--- src/rtl/pc_redirect_ctrl_pkg.sv ---
// Shared encodings and defaults for the PC redirect controller.
package pc_redirect_ctrl_pkg;

    typedef enum logic [1:0] {
        S_IDLE  = 2'd0,
        S_PEND  = 2'd1,
        S_FLUSH = 2'd2
    } state_t;

    typedef enum logic [1:0] {
        SRC_TRAP = 2'd0,
        SRC_BR   = 2'd1,
        SRC_RPL  = 2'd2
    } src_t;

    localparam int DEF_EPOCH_W      = 3;
    localparam int DEF_FLUSH_CYCLES = 2;

endpackage

--- src/rtl/pc_redirect_prio.sv ---
// Stale-epoch filter and fixed-priority pick (trap > br > rpl) among fresh redirect requests.
module pc_redirect_prio
    import pc_redirect_ctrl_pkg::*;
#(
    parameter int EPOCH_W = DEF_EPOCH_W
) (
    input  logic               trap_valid,
    input  logic [31:0]        trap_pc,
    input  logic               br_valid,
    input  logic [31:0]        br_pc,
    input  logic [EPOCH_W-1:0] br_epoch,
    input  logic               rpl_valid,
    input  logic [31:0]        rpl_pc,
    input  logic [EPOCH_W-1:0] rpl_epoch,
    input  logic [EPOCH_W-1:0] cur_epoch,
    output logic               win_valid,
    output src_t               win_src,
    output logic [31:0]        win_pc,
    output logic               br_drop,
    output logic               rpl_drop
);

    logic br_fresh;
    logic rpl_fresh;

    assign br_fresh  = br_valid && (br_epoch == cur_epoch);
    assign rpl_fresh = rpl_valid && (rpl_epoch == cur_epoch);
    assign br_drop   = br_valid && (br_epoch != cur_epoch);
    assign rpl_drop  = rpl_valid && (rpl_epoch != cur_epoch);

    always_comb begin
        win_valid = 1'b0;
        win_src   = SRC_TRAP;
        win_pc    = 32'd0;
        if (trap_valid) begin
            win_valid = 1'b1;
            win_src   = SRC_TRAP;
            win_pc    = trap_pc;
        end else if (br_fresh) begin
            win_valid = 1'b1;
            win_src   = SRC_BR;
            win_pc    = br_pc;
        end else if (rpl_fresh) begin
            win_valid = 1'b1;
            win_src   = SRC_RPL;
            win_pc    = rpl_pc;
        end
    end

endmodule

--- src/rtl/pc_redirect_ctrl.sv ---
// Sequences trap/branch/replay redirects into the PC register, tracking the fetch epoch
// and holding a settle window after every issued redirect.
//
// Handshake rule on every port: a transfer happens on a clock edge where valid && ready;
// the requester holds valid and payload until then. Stale br/rpl requests are completed
// (ready=1) without effect. arb_tx_pc may only change while valid=1 through a trap overwrite.
module pc_redirect_ctrl
    import pc_redirect_ctrl_pkg::*;
#(
    parameter int EPOCH_W      = DEF_EPOCH_W,
    parameter int FLUSH_CYCLES = DEF_FLUSH_CYCLES,
    parameter int CNT_W        = 32
) (
    input  logic               clk,
    input  logic               rst,
    input  logic               trap_valid,
    output logic               trap_ready,
    input  logic [31:0]        trap_pc,
    input  logic               br_valid,
    output logic               br_ready,
    input  logic [31:0]        br_pc,
    input  logic [EPOCH_W-1:0] br_epoch,
    input  logic               rpl_valid,
    output logic               rpl_ready,
    input  logic [31:0]        rpl_pc,
    input  logic [EPOCH_W-1:0] rpl_epoch,
    output logic               arb_tx_valid,
    input  logic               arb_tx_ready,
    output logic [31:0]        arb_tx_pc,
    output logic               flush,
    output logic [EPOCH_W-1:0] cur_epoch,
    output logic [CNT_W-1:0]   redirect_cnt,
    output state_t             fsm_state
);

    localparam int FC_W = $clog2(FLUSH_CYCLES + 1);

    state_t             state, state_d;
    src_t               pend_src, pend_src_d;
    logic               valid_d;
    logic [31:0]        pc_d;
    logic               flush_d;
    logic [EPOCH_W-1:0] epoch_d;
    logic [CNT_W-1:0]   cnt_d;
    logic [FC_W-1:0]    fc_q, fc_d;

    logic               win_valid;
    src_t               win_src;
    logic [31:0]        win_pc;
    logic               br_drop;
    logic               rpl_drop;
    logic               hs;
    logic               win_take;
    logic               trap_take;

    pc_redirect_prio #(
        .EPOCH_W (EPOCH_W)
    ) u_prio (
        .trap_valid (trap_valid),
        .trap_pc    (trap_pc),
        .br_valid   (br_valid),
        .br_pc      (br_pc),
        .br_epoch   (br_epoch),
        .rpl_valid  (rpl_valid),
        .rpl_pc     (rpl_pc),
        .rpl_epoch  (rpl_epoch),
        .cur_epoch  (cur_epoch),
        .win_valid  (win_valid),
        .win_src    (win_src),
        .win_pc     (win_pc),
        .br_drop    (br_drop),
        .rpl_drop   (rpl_drop)
    );

    assign hs        = arb_tx_valid && arb_tx_ready;
    assign fsm_state = state;

    always_comb begin
        state_d    = state;
        pend_src_d = pend_src;
        valid_d    = arb_tx_valid;
        pc_d       = arb_tx_pc;
        flush_d    = 1'b0;
        epoch_d    = cur_epoch;
        cnt_d      = redirect_cnt;
        fc_d       = fc_q;
        win_take   = 1'b0;
        trap_take  = 1'b0;
        case (state)
            S_IDLE: begin
                if (win_valid) begin
                    win_take   = 1'b1;
                    state_d    = S_PEND;
                    pend_src_d = win_src;
                    valid_d    = 1'b1;
                    pc_d       = win_pc;
                end
            end
            S_PEND: begin
                // A handshake wins over a concurrent trap; that trap is taken in S_FLUSH.
                if (hs) begin
                    state_d = S_FLUSH;
                    valid_d = 1'b0;
                    flush_d = 1'b1;
                    epoch_d = cur_epoch + EPOCH_W'(1);
                    cnt_d   = redirect_cnt + CNT_W'(1);
                    fc_d    = FC_W'(FLUSH_CYCLES);
                end else if (trap_valid && (pend_src != SRC_TRAP)) begin
                    trap_take  = 1'b1;
                    pend_src_d = SRC_TRAP;
                    pc_d       = trap_pc;
                end
            end
            S_FLUSH: begin
                fc_d = fc_q - FC_W'(1);
                if (trap_valid) begin
                    trap_take  = 1'b1;
                    state_d    = S_PEND;
                    pend_src_d = SRC_TRAP;
                    valid_d    = 1'b1;
                    pc_d       = trap_pc;
                end else if (fc_q <= FC_W'(1)) begin
                    state_d = S_IDLE;
                end
            end
            default: begin
                state_d = S_IDLE;
                valid_d = 1'b0;
            end
        endcase
    end

    assign trap_ready = !rst && (trap_take || (win_take && (win_src == SRC_TRAP)));
    assign br_ready   = !rst && (br_drop || (win_take && (win_src == SRC_BR)));
    assign rpl_ready  = !rst && (rpl_drop || (win_take && (win_src == SRC_RPL)));

    always_ff @(posedge clk) begin
        if (rst) begin
            state        <= S_IDLE;
            pend_src     <= SRC_TRAP;
            arb_tx_valid <= 1'b0;
            arb_tx_pc    <= 32'd0;
            flush        <= 1'b0;
            cur_epoch    <= '0;
            redirect_cnt <= '0;
            fc_q         <= '0;
        end else begin
            state        <= state_d;
            pend_src     <= pend_src_d;
            arb_tx_valid <= valid_d;
            arb_tx_pc    <= pc_d;
            flush        <= flush_d;
            cur_epoch    <= epoch_d;
            redirect_cnt <= cnt_d;
            fc_q         <= fc_d;
        end
    end

endmodule

--- config.mk ---
export PLATFORM = sky130hd
export DESIGN_NAME = pc_redirect_ctrl
export DESIGN_NICKNAME = d
export VERILOG_FILES = /design/src/rtl/pc_redirect_ctrl_pkg.sv /design/src/rtl/pc_redirect_prio.sv /design/src/rtl/pc_redirect_ctrl.sv
export SDC_FILE = /design/constraint.sdc
export NUM_CORES = 1
export LEC_CHECK = 0
export ABC_AREA = 1
export CAP_MARGIN = 20
export CORE_UTILIZATION = 40
export CTS_CLUSTER_SIZE = 20
export DETAILED_ROUTE_END_ITERATION = 8
export GPL_ROUTABILITY_DRIVEN = 0
export PLACE_DENSITY_LB_ADDON = 0.15
export RECOVER_POWER = 100
export SYNTH_ARGS = -nofsm -noshare
export SYNTH_HDL_FRONTEND = slang
export SYNTH_HIERARCHICAL = 1
export SYNTH_SLANG_ARGS = --single-unit
--- constraint.sdc ---
create_clock -name clk -period 2.4 [get_ports clk]
set_input_delay 0.48 -clock clk [delete_from_list [all_inputs] [get_ports clk]]
set_output_delay 0.48 -clock clk [all_outputs]
set_load 0.05 [all_outputs]
# == Word-level counts from Yosys, hierarchy flattened ==
# Cells that the tools add are included.
# word_totals
in_bits,108
latchBits,0
mem_bits_rw,0
mem_bits_ro,0
memories,0
wordCells,90
register_bits,75
out_inout_bits,74
# classes
addsub,3
eq_ne,14
reduce_logical,27
n_mux,36
div,0
multipliers,0
bitwise_logic,1
n_lt_le_gt_ge,1
n_shift,0
# ops
cell,count
$mux W32,7
$pmux W32 S3,1
$add A32 B1 Y32 const B,1
$mux W2,11
$logic_and A1 B1 Y1,12
$mux W1,12
$pmux W2 S3,2
$ne A2 B2 Y1 const B,4
$eq A3 B3 Y1,2
$ne A3 B3 Y1,2
$reduce_and A3 Y1,2
$reduce_and A5 Y1,1
$eq A2 B1 Y1 const B,2
$eq A2 B2 Y1 const B,2
$logic_not A2 Y1,2
$pmux W2 S2,1
$reduce_and A2 Y1,2
$reduce_bool A2 Y1,2
$add A3 B1 Y3 const B,1
$logic_or A1 B1 Y1,3
$ne A3 B3 Y1 const B,1
$pmux W1 S3,1
$reduce_bool A3 Y1,1
$le A2 B1 Y1 const B,1
6 further kinds,6

# == Depth between registers and ports, before layout ==
# depth
depth_word,10
mapped_depth,16
ltp_nobuf,15

# == By module ==
# The synthesis kept the hierarchy.
# modules_own_cells
mod,area_each_um2,cells_each,n_inst,seq_area_each_um2
pc_redirect_ctrl,4018.9,632,1,1501.4
pc_redirect_prio,1211.2,244,1,0.0

# == Worst setup path before layout ==
# OpenSTA, ideal clock, no wires.
# synth_path
path_type,register to output
startpoint,register cur_epoch[0]
endpoint,output trap_ready
setup_slack_ps,-561
arrival_time_ps,2481
path_buffers,1
path_stages_with_launch,10
required_ps,1920
cell_sequence,dfxtp_1 -> xor2_1 -> nor2_4 -> nand2_4 -> buf_6 -> o211ai_1 -> nand2_1 -> inv_1 -> nand3_1 -> a21oi_1
# synth_between
elab_chain_cells,10
elab_cells_between_ends,16
classes_between,2 x eq/ne; 8 x mux; 6 x reduce/logical
# synth_rtl
element,line,rtl
start: declaration,pc_redirect_ctrl.sv:31,"output logic [EPOCH_W-1:0] cur_epoch,"
start signal: assignment,pc_redirect_ctrl.sv:153,cur_epoch <= epoch_d;
$eq A3 B3 Y1,pc_redirect_prio.sv:27,assign rpl_fresh = rpl_valid && (rpl_epoch == cur_epoch);
$logic_and A1 B1 Y1,pc_redirect_prio.sv:27,
$mux W1,pc_redirect_prio.sv:43,end else if (rpl_fresh) begin
$mux W1 *,pc_redirect_prio.sv:39,end else if (br_fresh) begin
$mux W1 *,pc_redirect_prio.sv:35,if (trap_valid) begin
named net win_valid,pc_redirect_ctrl.sv:47,logic win_valid;
$mux W1 *,pc_redirect_ctrl.sv:91,if (win_valid) begin
$mux W1 *,pc_redirect_ctrl.sv:89,case (state)
$logic_and A1 B1 Y1 *,pc_redirect_ctrl.sv:133,assign trap_ready = !rst && (trap_take || (win_take && (win_src == SRC_TRAP)));
$logic_or A1 B1 Y1 *,pc_redirect_ctrl.sv:133,
$logic_and A1 B1 Y1 *,pc_redirect_ctrl.sv:133,
end: declaration,pc_redirect_ctrl.sv:17,"output logic trap_ready,"
# The timed path passes the listed nets; every way through them passes the cells marked *.

# == Final worst setup path ==
# layout_path
startpoint,input rpl_epoch[1]
endpoint,output rpl_ready
# layout_between
elab_chain_cells,10
elab_cells_between_ends,16
classes_between,3 x eq/ne; 8 x mux; 5 x reduce/logical
# layout_rtl
element,line,rtl
start: declaration,pc_redirect_ctrl.sv:26,"input logic [EPOCH_W-1:0] rpl_epoch,"
$eq A3 B3 Y1,pc_redirect_prio.sv:27,
$logic_and A1 B1 Y1,pc_redirect_prio.sv:27,
$mux W1,pc_redirect_prio.sv:43,
$mux W1,pc_redirect_prio.sv:39,
$mux W1,pc_redirect_prio.sv:35,
named net win_valid,pc_redirect_ctrl.sv:47,
$mux W1,pc_redirect_ctrl.sv:91,
$mux W1,pc_redirect_ctrl.sv:89,
$logic_and A1 B1 Y1,pc_redirect_ctrl.sv:135,assign rpl_ready = !rst && (rpl_drop || (win_take && (win_src == SRC_RPL)));
$logic_or A1 B1 Y1,pc_redirect_ctrl.sv:135,
$logic_and A1 B1 Y1,pc_redirect_ctrl.sv:135,
end: declaration,pc_redirect_ctrl.sv:24,"output logic rpl_ready,"
# The timed path passes the listed nets, and every way through them passes these cells.

==> impl_metrics.tcl <==
set metrics [dict create \
    grt_pass1_vias 5464 \
    grt_pass1_wl_um 27000 \
    power_frac_clock 0.194 \
    finalCritPeriodShare 0.979 \
    drtAntennaViolNets 0 \
    yosysTopAreaCellShare 0.287 \
    dr.first_iter.drc_count 483 \
    reg2reg_to "arb_tx_pc[21]" \
    rsz0062_at_grt "yes" \
    slew_violations 0 \
    status "completed" \
    cts-buffers-inserted 9 \
    critical_path_class "input port to primary output" \
    track_usage 0.255 \
    p_per_area_mw_per_mm2 929 \
    clock-skew-final_ns 0.00505 \
    dieArea_mm2 0.0135 \
    die_w_um 116 \
    critPathMaxFanout 3 \
    power_frac_seq 0.239 \
    leakage_uw 0.00341 \
    fillers 1241 \
    gr-total-overflow 0 \
    hp-class "flop to flop" \
    core_area_mm2 0.0127 \
    crit_buf_inv 3 \
    cp_top_family "buffers and inverters" \
    drt-pass1-iter-count 5 \
    pin_count 182 \
    clk_pin_slew_ns 0.06 \
    clock-sinks 75 \
    maxCapViolations 0 \
    layout_commonest_cell "nand2_1" \
    syn_avg_cell_area_um2 5.97 \
    grt_max_degree 65 \
    synth_seq_cells 75 \
    vias_per_cell 5.11 \
    drc 0 \
    power.internal_uw 3790 \
    reg2reg_depth 8 \
    synth_flop_cell "dfxtp_1" \
    crit_chain "dlygate4sd2_1, xnor2_2, nand3_2, o211ai_1, nand2_1, inv_2, a31oi_2, nor2_2, buf_12" \
    synth.distinct_cells 33 \
    rows 41 \
    synth-edff-count 0 \
    hp-start "pend_src[0]" \
    netlist_area_mm2 0.00523 \
    portBuffers 181 \
    hpwl_um 12100 \
    worstMarginPinSlew_ns 0.624 \
    slowest_delay_ns 0.26 \
    start_kind "input port" \
    end_kind "primary output" \
    finalSetupViolations 0 \
    comb_power_share 0.567 \
    hold_buffers 0 \
    slowest_stage "dlygate4sd2_1" \
    start_util 0.413 \
    peakVddDrop_mv 0.772 \
    syn_inst 876 \
    final_nets 1164 \
    htreeDepth 3 \
    vias 6261 \
    insertion_delay_ns 0.34 \
    post_drt_wl_per_cell_um 14.0 \
    yosys-top-cells-area "dfxtp_1 (29%), nand2_1 (23%), nand4_1 (13%), inv_1 (6.0%), a21oi_1 (5.6%)" \
    power_uw 7140 \
    dpl.cell_count 1204 \
    ys_seq_area_frac 0.287 \
    drive_gt1_frac 0.0769 \
    slew_headroom 0.583 \
    clockRootBuffer "clkbuf_16" \
    fmax_mhz 425 \
    final_cell_area_mm2 0.00769 \
    grt_antenna_before_repair 0 \
    syn_nets 991 \
    hold_viol 0 \
    switching_share 0.470 \
    r2r_start "fsm_state[0]" \
    crit_required_ns 1.92 \
    fin_ws_ns 0.0496 \
    layout_common_cells "nand2_1 (320), clkdlybuf4s50_1 (116), nand4_1 (105), inv_1 (82), nor2_1 (77)" \
    hold_depth 2 \
    worst-endpoint-arrival_ns 1.87 \
    cts_buffer_depth 2 \
    antenna_cells 0 \
    fin_cells 1225 \
    fin_crit_ns 2.35 \
    cts_tree "done" \
    synthArstFlopShare 0 \
    routed_wl_um 17200 \
    hold_end "pend_src[0]" \
    setup_tns_ns 0 \
    p_switching_uw 3350 \
    die_h_um 116 \
    placed_area_mm2 0.00730 \
    r2r_slack_ns 0.17 \
    pre_cts_slack_ns -0.210 \
    yosys_warnings 6 \
    areaGrowthSynthToFinish_pct 47.0 \
    yosys.area.top_type "dfxtp_1" \
]
## power groups by stage
stage	logic, µW	registers, µW	clock network [µW]
after CTS	4120	1710	1410
after global placement	4070	1740	0
after global routing	4390	1740	1470
after detailed placement	4100	1730	0
after floorplan	1760	2580	0
final	4050	1700	1380
## area by class of cell
cell class | count | area (µm²) | share of cell area
Clock inverter | 3 | 46.3 | 0.00602
Sequential cell | 75 | 1510 | 0.196
Inverter | 87 | 327 | 0.0425
Tap cell | 172 | 215 | 0.0280
Clock buffer | 12 | 256 | 0.0334
Multi-Input combinational cell | 658 | 3160 | 0.412
Timing Repair Buffer | 218 | 2170 | 0.282
## cells by family (layout without fill, tap and decap cells)
family | count (synthesis) | in the layout | share of synthesized area
simple gates | 563 | 563 | 0.483
buf+inv | 143 | 320 | 0.121
compound gates | 82 | 82 | 0.0816
flops | 75 | 75 | 0.287
fa+ha+maj | 7 | 7 | 0.0167
xor+xnor | 6 | 6 | 0.0100
## synth_stat cells (2+ instances only)
cell      instances
nor3_1            7
o21ai_0          14
o211ai_1          2
dfxtp_1          75
nor2_2            4
inv_2             2
nor2_1           77
buf_2            24
buf_4             2
nand3_1          34
nor2_4            4
xnor2_1           3
nand2_2           2
buf_1             3
ha_1              7
a21oi_1          59
xor2_1            3
buf_6             8
a31oi_1           5
clkbuf_1         19
nand3_2           3
inv_1            84
nand2_1         321
nand4_1         105
## sequential cells by signal (all words and copies together), names as in the netlist
register	cells
arb_tx_pc	32
fc_q	2
redirect_cnt	32
cur_epoch	3
fsm_state	2
flush	1
pend_src	2
arb_tx_valid	1
## worst max path at each step
stage / startpoint / to / cells past startpoint
floorplan: fsm_state[0] / trap_ready / 6
global placement: br_epoch[0] / br_ready / 10
detailed placement: br_epoch[0] / br_ready / 10
CTS: fsm_state[1] / trap_ready / 7
global route: cur_epoch[1] / rpl_ready / 8
finish: rpl_epoch[1] / rpl_ready / 9
## worst reg2reg max path, cell delays in order (launching register included)
cell	delay, ns
dfxtp_1	0.46
inv_1	0.12
ha_1	0.34
clkinv_1	0.51
buf_12	0.38
nand2_1	0.06
nand2_1	0.04
nand4_1	0.12
a21oi_1	0.08
## layer usage
layer	global-route usage	wire length (µm)	vias to the layer above
met5	0	0	-
met4	0.104	457	0
met3	0.0483	1200	27
met2	0.389	7440	242
met1	0.353	8080	2779
li1	-	-	3213
## per-stage QoR
stage / hold slack, ns / utilization
after detailed placement: 0.428 / 0.576
after CTS: 0.437 / 0.605
after global placement: 0.427 / 0.576
final: 0.438 / 0.607
after global routing: 0.468 / 0.607
after floorplan: 0.417 / -
## repair_timing
action,in CTS,in global routing
buffers inserted,3,3
resized for setup,16,8
pin swaps,11,6
endpoints found under the setup margin,3,3
(Power assumes the default switching activity.)
